### config.mk
export PLATFORM = sky130hd
export DESIGN_NAME = adder_accum_sched
export DESIGN_NICKNAME = d
export VERILOG_FILES = /design/src/rtl/sha_adder_pkg.sv /design/src/rtl/adder_csla_cla.sv /design/src/rtl/adder_accum_sched.sv
export SDC_FILE = /design/constraint.sdc
export NUM_CORES = 1
export LEC_CHECK = 0
export BUFFER_PORTS_ARGS = -buffer_cell sky130_fd_sc_hd__buf_4
export CORE_MARGIN = 5
export CORE_UTILIZATION = 35
export CTS_CLUSTER_DIAMETER = 100
export CTS_CLUSTER_SIZE = 20
export DETAILED_ROUTE_END_ITERATION = 10
export SETUP_SLACK_MARGIN = 0.4
export SYNTH_ARGS = -nofsm -noshare
export SYNTH_HDL_FRONTEND = slang
export SYNTH_SLANG_ARGS = --single-unit
### constraint.sdc
create_clock -name i_clk -period 9.75 [get_ports i_clk]
set_clock_uncertainty 0.1 [all_clocks]
set_input_delay 0.975 -clock i_clk [delete_from_list [all_inputs] [get_ports i_clk]]
set_output_delay 0.975 -clock i_clk [all_outputs]
set_load 0.05 [all_outputs]
### src/rtl/sha_adder_pkg.sv
// Shared constants and state type for the SHA-256 multi-operand accumulator.
package sha_adder_pkg;

  localparam int WIDTH   = 32;
  localparam int MAX_OPS = 8;
  localparam int CW      = $clog2(MAX_OPS + 1);
  localparam int KW      = $clog2(MAX_OPS);

  // Scheduler states. IDLE waits for a command, ACCUM folds operands into
  // the accumulator, DONE presents the result until it is consumed.
  typedef enum logic [1:0] {
    ST_IDLE  = 2'd0,
    ST_ACCUM = 2'd1,
    ST_DONE  = 2'd2
  } state_e;

  // Clamp a requested operand count to the largest run the block supports.
  function automatic logic [CW-1:0] clamp_count(input logic [CW-1:0] cnt);
    logic [CW-1:0] max_c;
    max_c = CW'(MAX_OPS);
    clamp_count = (cnt > max_c) ? max_c : cnt;
  endfunction

endpackage

### src/rtl/adder_csla_cla.sv
// Shared 32-bit adder: 8-bit generate/propagate blocks combined as a
// carry-select chain. Upper blocks precompute both carry-in cases and the
// real block carry picks one, so the long carry path is just the mux chain.
module adder_csla_cla
  import sha_adder_pkg::*;
(
  input  logic [WIDTH-1:0] i_a,
  input  logic [WIDTH-1:0] i_b,
  input  logic             i_carry,
  output logic [WIDTH-1:0] o_sum,
  output logic             o_carry
);

  localparam int NG = WIDTH / 8;

  // One 8-bit block: generate/propagate terms resolved into per-bit carries.
  // Returns {carry_out, sum[7:0]}.
  function automatic logic [8:0] cla8(input logic [7:0] a, input logic [7:0] b,
                                      input logic cin);
    logic [7:0] p;
    logic [7:0] g;
    logic [8:0] c;
    p    = a ^ b;
    g    = a & b;
    c    = '0;
    c[0] = cin;
    for (int i = 0; i < 8; i++) begin
      c[i+1] = g[i] | (p[i] & c[i]);
    end
    cla8 = {c[8], p ^ c[7:0]};
  endfunction

  logic [WIDTH-1:0] sum_d;
  logic             carry_d;

  // Carry-select chain across the 8-bit blocks.
  always_comb begin
    logic       cin;
    logic [8:0] r0;
    logic [8:0] r1;
    sum_d = '0;
    cin   = i_carry;
    r0    = '0;
    r1    = '0;
    for (int g = 0; g < NG; g++) begin
      r0 = cla8(i_a[g*8 +: 8], i_b[g*8 +: 8], 1'b0);
      r1 = cla8(i_a[g*8 +: 8], i_b[g*8 +: 8], 1'b1);
      sum_d[g*8 +: 8] = cin ? r1[7:0] : r0[7:0];
      cin             = cin ? r1[8]   : r0[8];
    end
    carry_d = cin;
  end

  assign o_sum   = sum_d;
  assign o_carry = carry_d;

endmodule

### src/rtl/adder_accum_sched.sv
// Multi-operand modular accumulator for the SHA-256 round datapath.
// One shared adder is time-multiplexed over a run of up to MAX_OPS operands.
//
// Handshakes: every interface (start, op, res) transfers on a cycle where
// its valid and ready are both high at the rising clock edge; valid must not
// depend on ready. start is ready only in IDLE, op only in ACCUM and res is
// valid only in DONE, so the three transfers never overlap.
module adder_accum_sched
  import sha_adder_pkg::*;
(
  input  logic             i_clk,
  input  logic             i_rst_n,
  input  logic             i_start_valid,
  output logic             o_start_ready,
  input  logic [CW-1:0]    i_count,
  input  logic             i_op_valid,
  output logic             o_op_ready,
  input  logic [WIDTH-1:0] i_op,
  output logic             o_res_valid,
  input  logic             i_res_ready,
  output logic [WIDTH-1:0] o_sum,
  output logic [KW-1:0]    o_carry_cnt,
  output logic             o_busy
);

  localparam logic [KW-1:0] CARRY_MAX = '1;

  state_e           state_q;
  logic [WIDTH-1:0] acc_q;
  logic [CW-1:0]    rem_q;
  logic [KW-1:0]    carry_q;

  logic [WIDTH-1:0] add_sum;
  logic             add_co;
  logic             start_hs;
  logic             op_hs;
  logic             res_hs;
  logic [KW-1:0]    carry_d;

  // The only combinational arithmetic path: acc/i_op through the adder.
  adder_csla_cla u_adder (
    .i_a     (acc_q),
    .i_b     (i_op),
    .i_carry (1'b0),
    .o_sum   (add_sum),
    .o_carry (add_co)
  );

  assign start_hs = i_start_valid && (state_q == ST_IDLE);
  assign op_hs    = i_op_valid    && (state_q == ST_ACCUM);
  assign res_hs   = i_res_ready   && (state_q == ST_DONE);

  // Carry counter next value, saturating so a long run never wraps it.
  always_comb begin
    carry_d = carry_q;
    if (add_co && (carry_q != CARRY_MAX)) begin
      carry_d = carry_q + KW'(1);
    end
  end

  // Scheduler FSM with accumulator, remaining-operand and carry registers.
  always_ff @(posedge i_clk or negedge i_rst_n) begin
    if (!i_rst_n) begin
      state_q <= ST_IDLE;
      acc_q   <= '0;
      rem_q   <= '0;
      carry_q <= '0;
    end else begin
      case (state_q)
        ST_IDLE: begin
          if (start_hs) begin
            acc_q   <= '0;
            carry_q <= '0;
            rem_q   <= clamp_count(i_count);
            state_q <= (i_count == '0) ? ST_DONE : ST_ACCUM;
          end
        end
        ST_ACCUM: begin
          if (op_hs) begin
            acc_q   <= add_sum;
            carry_q <= carry_d;
            rem_q   <= rem_q - CW'(1);
            if (rem_q == CW'(1)) begin
              state_q <= ST_DONE;
            end
          end
        end
        ST_DONE: begin
          if (res_hs) begin
            state_q <= ST_IDLE;
          end
        end
        default: begin
          state_q <= ST_IDLE;
        end
      endcase
    end
  end

  // Interface controls decode straight from the state register.
  assign o_start_ready = (state_q == ST_IDLE);
  assign o_op_ready    = (state_q == ST_ACCUM);
  assign o_res_valid   = (state_q == ST_DONE);
  assign o_busy        = (state_q != ST_IDLE);
  assign o_sum         = acc_q;
  assign o_carry_cnt   = carry_q;

endmodule

; ---- Word-level counts from Yosys, hierarchy flattened
; Index checks and enable logic that the tools add are counted.
[classes]
magnitude_cmp = 1
eq_ne = 9
reduce_logical = 11
n_div = 0
muxes = 23
bitwise_logic = 116
add_sub_neg = 2
mul = 0
shifts = 0
[ops]
columns = operator, count
row1 = 8-bit XOR, 11
row2 = 32-bit two-way mux, 2
row3 = 32-bit case mux with 2 select lines, 1
row4 = 1-bit OR, 52
row5 = 1-bit bitwise AND, 49
row6 = 8-bit bitwise AND, 4
row7 = 8-bit two-way mux, 3
row8 = 4-bit two-way mux, 3
row9 = 2-bit two-way mux, 5
row10 = 2-bit by 1-bit != test with 1-bit output (second input constant), 5
row11 = 3-bit two-way mux, 3
row12 = 4-bit case mux with 2 select lines, 1
row13 = 4-bit AND reduction, 2
row14 = 2-bit case mux with 3 select lines, 1
row15 = 3-bit case mux with 2 select lines, 1
row16 = 4-bit by 1-bit == test with 1-bit output (second input constant), 1
row17 = 4-bit greater-than comparator (second input constant), 1
row18 = 1-bit logical AND, 4
row19 = 4-bit logical NOT, 1
row20 = 2-bit nonzero test, 2
row21 = 4-bit by 1-bit subtractor with 4-bit output (second input constant), 1
row22 = 3-bit by 1-bit adder with 3-bit output (second input constant), 1
row23 = 1-bit two-way mux, 3
row24 = 3-bit != test (second input constant), 1
row25 = other kinds (4), 4
[totals]
romBits = 0
mem_bits_rw = 0
out_inout_bits = 39
word_cells = 166
register_bits = 41
n_memories = 0
latch_bits = 0

; ---- Logic depth before layout (Yosys ltp)
[depth]
word_depth = 23
depth_mapped = 31
ltp_nobuf = 31

; ---- Hierarchy
; Synthesis repeated with hierarchy kept, for this count alone.
[unflattened]
cells_unflattened = 309
area_unflattened_um2 = 3128.0
[modules_own_cells]
columns = module, seq_area_each_um2, instances, area_per_inst_um2, cells_each
row1 = adder_accum_sched, 1026.0, 1, 1754.2, 137
row2 = adder_csla_cla, 0.0, 1, 1373.8, 172

; ---- Worst setup path before layout
; Ideal clock, no wire load.
[synth_path]
path_kind = input port to flip-flop
from = input port i_op[0]
to = register carry_q[2] (netlist: o_carry_cnt[2])
setup_ns = 0.121
required_ns = 9.529
cell_stages = 31
n_path_buf = 0
arrival_ns = 7.589
slack_ns = 1.940
cell_sequence = ha_1 inv_1 fa_1 fa_1 fa_1 fa_1 fa_1 fa_1 fa_1 nand2b_1 a31oi_1 o21ai_0 nand2b_1 a31oi_1 fa_1 or2_2 a21o_1 nand2_1 or3_1 a21oi_1 fa_1 nand2b_1 a31oi_1 o21ai_0 nand2b_1 a31oi_1 fa_1 nor2_1 nand2_1 o21ai_0 a22o_1
[synth_between]
elab_chain_cells = 21
[synth_rtl]
columns = element, line
row1 = from (decl), adder_accum_sched.sv:18  ; input logic [WIDTH-1:0] i_op,
row2 = 8-bit bitwise AND, --
row3 = 1-bit bitwise AND, adder_csla_cla.sv:28  ; c[i+1] = g[i] | (p[i] & c[i]);
row4 = 1-bit OR, adder_csla_cla.sv:28
row5 = 1-bit bitwise AND, adder_csla_cla.sv:28
row6 = 1-bit OR, adder_csla_cla.sv:28
row7 = 1-bit bitwise AND, adder_csla_cla.sv:28
row8 = 1-bit OR, adder_csla_cla.sv:28
row9 = 1-bit bitwise AND, adder_csla_cla.sv:28
row10 = [3 not listed], --
row11 = 1-bit bitwise AND, adder_csla_cla.sv:28
row12 = 1-bit OR, adder_csla_cla.sv:28
row13 = 1-bit bitwise AND, adder_csla_cla.sv:28
row14 = 1-bit OR, adder_csla_cla.sv:28
row15 = 1-bit two-way mux (3 in a row), adder_csla_cla.sv:49  ; cin = cin ? r1[8] : r0[8];
row16 = 1-bit logical AND, adder_accum_sched.sv:56  ; if (add_co && (carry_q != CARRY_MAX)) begin
row17 = 2-bit by 1-bit != test with 1-bit output (no source line), --
row18 = 4-bit AND reduction (no source line), --
row19 = to (signal assigned), adder_accum_sched.sv:81  ; carry_q <= carry_d;
row20 = to (decl), adder_accum_sched.sv:31  ; logic [KW-1:0] carry_q;
; No other way between the ends.
; A chain may end at the register's enable or synchronous reset.

; ---- Worst setup path in the final report
; Ends and elaborated chain as after synthesis.

==> impl_metrics.ini <==
[layout]
antennaDiodeCount = 0
multi_input_area_um2 = 1680
fin_nets = 463
n_fill_cell = 805
seqCellArea_um2 = 1026
drive_gt1_frac = 0.2500
area_growth_pct = 26.90

[timing]
max_freq_mhz = 121.7
max_slew_margin = 0.2631
tightest_slew_ns = 1.105
grt_setup_unrepaired = false
period_share = 0.8425
slew_violations = 0
hold_viol = 0
setup_ws_ns = 1.535
finalCriticalPeriod_ns = 8.215
holdWs_ns = 0.4187
tns_ns = 0
setup_viol = 0

[run]
drv_cap = 0

[yosys]
ys.flop_type = dfrtp_1
syn-instance-count = 306
yosysWarnings = 0
syn_avg_cell_area_um2 = 9.454
ys_seq_area_frac = 0.3547
syn_area_um2 = 2893
synth_edf_count = 0
async_flop_share = 1.000
syn-num-nets = 386
synth_seq_cells = 41
synthDistinctLibCells = 48

[worst_setup_path]
slowest_stage = fa_1
crit_family = adder cells
end_kind = register
r2r_start = o_sum[0]
worstSetupStartpointType = input pin
crit_path_max_fanout = 4
rr_endpoint = o_carry_cnt[2]
path_buf_inv = 2
r2r_slack_ns = 1.89
cpPeakStageDelay_ns = 0.45
cp_data_required_time_ns = 9.84
reg2regPathDepth = 31
critPathKind = input pin to register
cp.arrival_ns = 8.31
path_common_cell = fa_1

[floorplanning]
die_height_um = 100.9
rows = 33
die_w_um = 100.9
coreArea_um2 = 8134
num_io_pins = 80
start_util = 0.3556
dieArea_um2 = 10180

[clock_network]
cts_tree = built
holdBufCountCts = 0
cts.reportedPaths.clkPinSlew_ns = 0.09
worstSkewPairLatency_ns = 0.30
root_buffer = clkbuf_8
clockBufferDepth = 2
postCtsSetupRepairBufs = 0
numCtsBuffers = 5
post_cts_resized = 0
clock-sinks = 41
cts_max_level = 2

[placement]
dp_hpwl_mm = 5.512
dpl_worst_slack_ns = 1.204
routabilityCongestion = 0.7911
place.port_buffers = 79

[grt]
grt.total_usage = 0.1490
grt_overflow_total = 0
grt_max_degree = 42
grt_pass1_vias = 2468
grt_pass1_wl_mm = 12.08
antenna_found_initial = 0

[worst_hold_path]
hold_path_end = o_sum[12]
holdPathStages = 2
hp-start = o_sum[12]
hp-class = register to register

[outcome]
status = complete, no violations

[power]
p_per_area_nw_per_um2 = 328.9
power_leakage_uw = 0.001825
ir_drop_uv = 170.0

[route]
viasPerCell = 5.088
drcViolationCount = 0
dr.pass1.iters = 4
wirelength_mm = 7.241
routedWlPerCell_um = 14.81
vias = 2488
dr.first_iter.drc_count = 51
ant_nets = 0
## power by group
| part | switching [µW] | leakage (µW) | total [µW] | internal [µW] |
|---|---|---|---|---|
| logic | 498 | 0.00124 | 781 | 284 |
| clock network | 63.9 | 0.0000549 | 129 | 65.5 |
| registers | 61.6 | 0.000531 | 296 | 235 |
## worst max path at each step
stage / start / endpoint / slack [ns] / depth (start not counted)
final: i_op[0] / o_carry_cnt[2] / 1.54 / 32
after detailed placement: i_op[0] / o_carry_cnt[2] / 1.20 / 32
after CTS: i_op[0] / o_carry_cnt[2] / 1.49 / 32
after global routing: i_op[0] / o_carry_cnt[1] / 1.09 / 31
after global placement: i_op[0] / o_carry_cnt[2] / 1.37 / 32
after floorplan: i_op[0] / o_carry_cnt[2] / 1.94 / 31
## routing by layer
| layer | GRT usage | routed length, µm |
|---|---|---|
| met3 | 0.03114 | 422 |
| met5 | 0 | 0 |
| met1 | 0.2088 | 3309 |
| met2 | 0.2339 | 3428 |
| met4 | 0.03988 | 81 |
## layout make-up
cell class,instances,share of cell area
Sequential cell,41,0.2795
Clock buffer,7,0.02624
Clock inverter,1,0.002386
Tap cell,105,0.03579
Multi-Input combinational cell,220,0.4577
Inverter,36,0.03681
Timing Repair Buffer,79,0.1616
## registers in the layout (all words and copies together) (netlist names)
name	flops
state_q	2
o_sum	32
o_carry_cnt	3
rem_q	4
## worst register-to-register path: cells and delay by family, from the launching register on
kind | cells | cell delay (ns)
DFF | 1 | 0.38
AOI/OAI and AO/OA | 10 | 1.89
adders and majority gates | 11 | 3.98
buffers and inverters | 1 | 0.05
and+or+nand+nor | 9 | 1.35
## synth_stat cells, drive strengths merged (2+ instances only)
master | count | area [µm²]
a211oi | 3 | 22.52
a21o | 2 | 15.01
a21oi | 12 | 60.06
a22o | 3 | 26.28
a31oi | 6 | 37.54
a32o | 4 | 40.04
and2 | 2 | 12.51
and3 | 5 | 31.28
buf | 6 | 42.54
clkbuf | 3 | 11.26
dfrtp | 41 | 1026
fa | 10 | 200.2
ha | 29 | 362.9
inv | 35 | 131.4
mux2i | 2 | 32.53
nand2 | 28 | 105.1
nand2b | 9 | 63.81
nand3 | 7 | 35.03
nor2 | 15 | 58.81
nor2b | 2 | 12.51
nor3 | 3 | 26.28
o2111a | 2 | 22.52
o21a | 4 | 30.03
o21ai | 25 | 125.1
o21bai | 2 | 15.01
o22ai | 11 | 68.82
o31ai | 5 | 37.54
or2 | 3 | 18.77
or3 | 4 | 25.02
xnor2 | 10 | 87.58
xor2 | 2 | 17.52
## layout by cell type, fill, tap and decap left out, drive strengths merged, types with 3 or more instances in the layout
master	count
a32o	4
or3	4
and3	5
or2	3
xnor2	10
a211oi	3
nand2b	9
a21oi	12
nor3	3
buf	79
a31oi	6
inv	36
nand3	7
fa	10
ha	29
o21a	4
o21ai	25
o22ai	11
clkbuf	7
dfrtp	41
o31ai	5
nand2	28
a22o	3
nor2	15
## through the flow
stage	cells	util	cell area, µm²	total power (µW)
floorplan	306	-	2893	876.2
global placement	481	0.4384	3566	1076
detailed placement	481	0.4384	3566	1085
CTS	489	0.4513	3671	1220
global route	489	0.4513	3671	1304
finish	489	0.4513	3671	1207
## logic make-up (layout without fill, tap and decap cells)
| logic type | count (synthesis) | count (layout) | share of synthesized area |
|---|---|---|---|
| AO/OA/AOI/OAI | 84 | 84 | 0.1873 |
| AND/OR/NAND/NOR | 82 | 82 | 0.1453 |
| buffers and inverters | 45 | 123 | 0.06531 |
| flip-flops | 41 | 41 | 0.3547 |
| adder cells (fa/ha/maj) | 39 | 39 | 0.1946 |
| XOR/XNOR | 12 | 12 | 0.03633 |
| multiplexers | 3 | 3 | 0.01643 |
(Power assumes the default switching activity.)
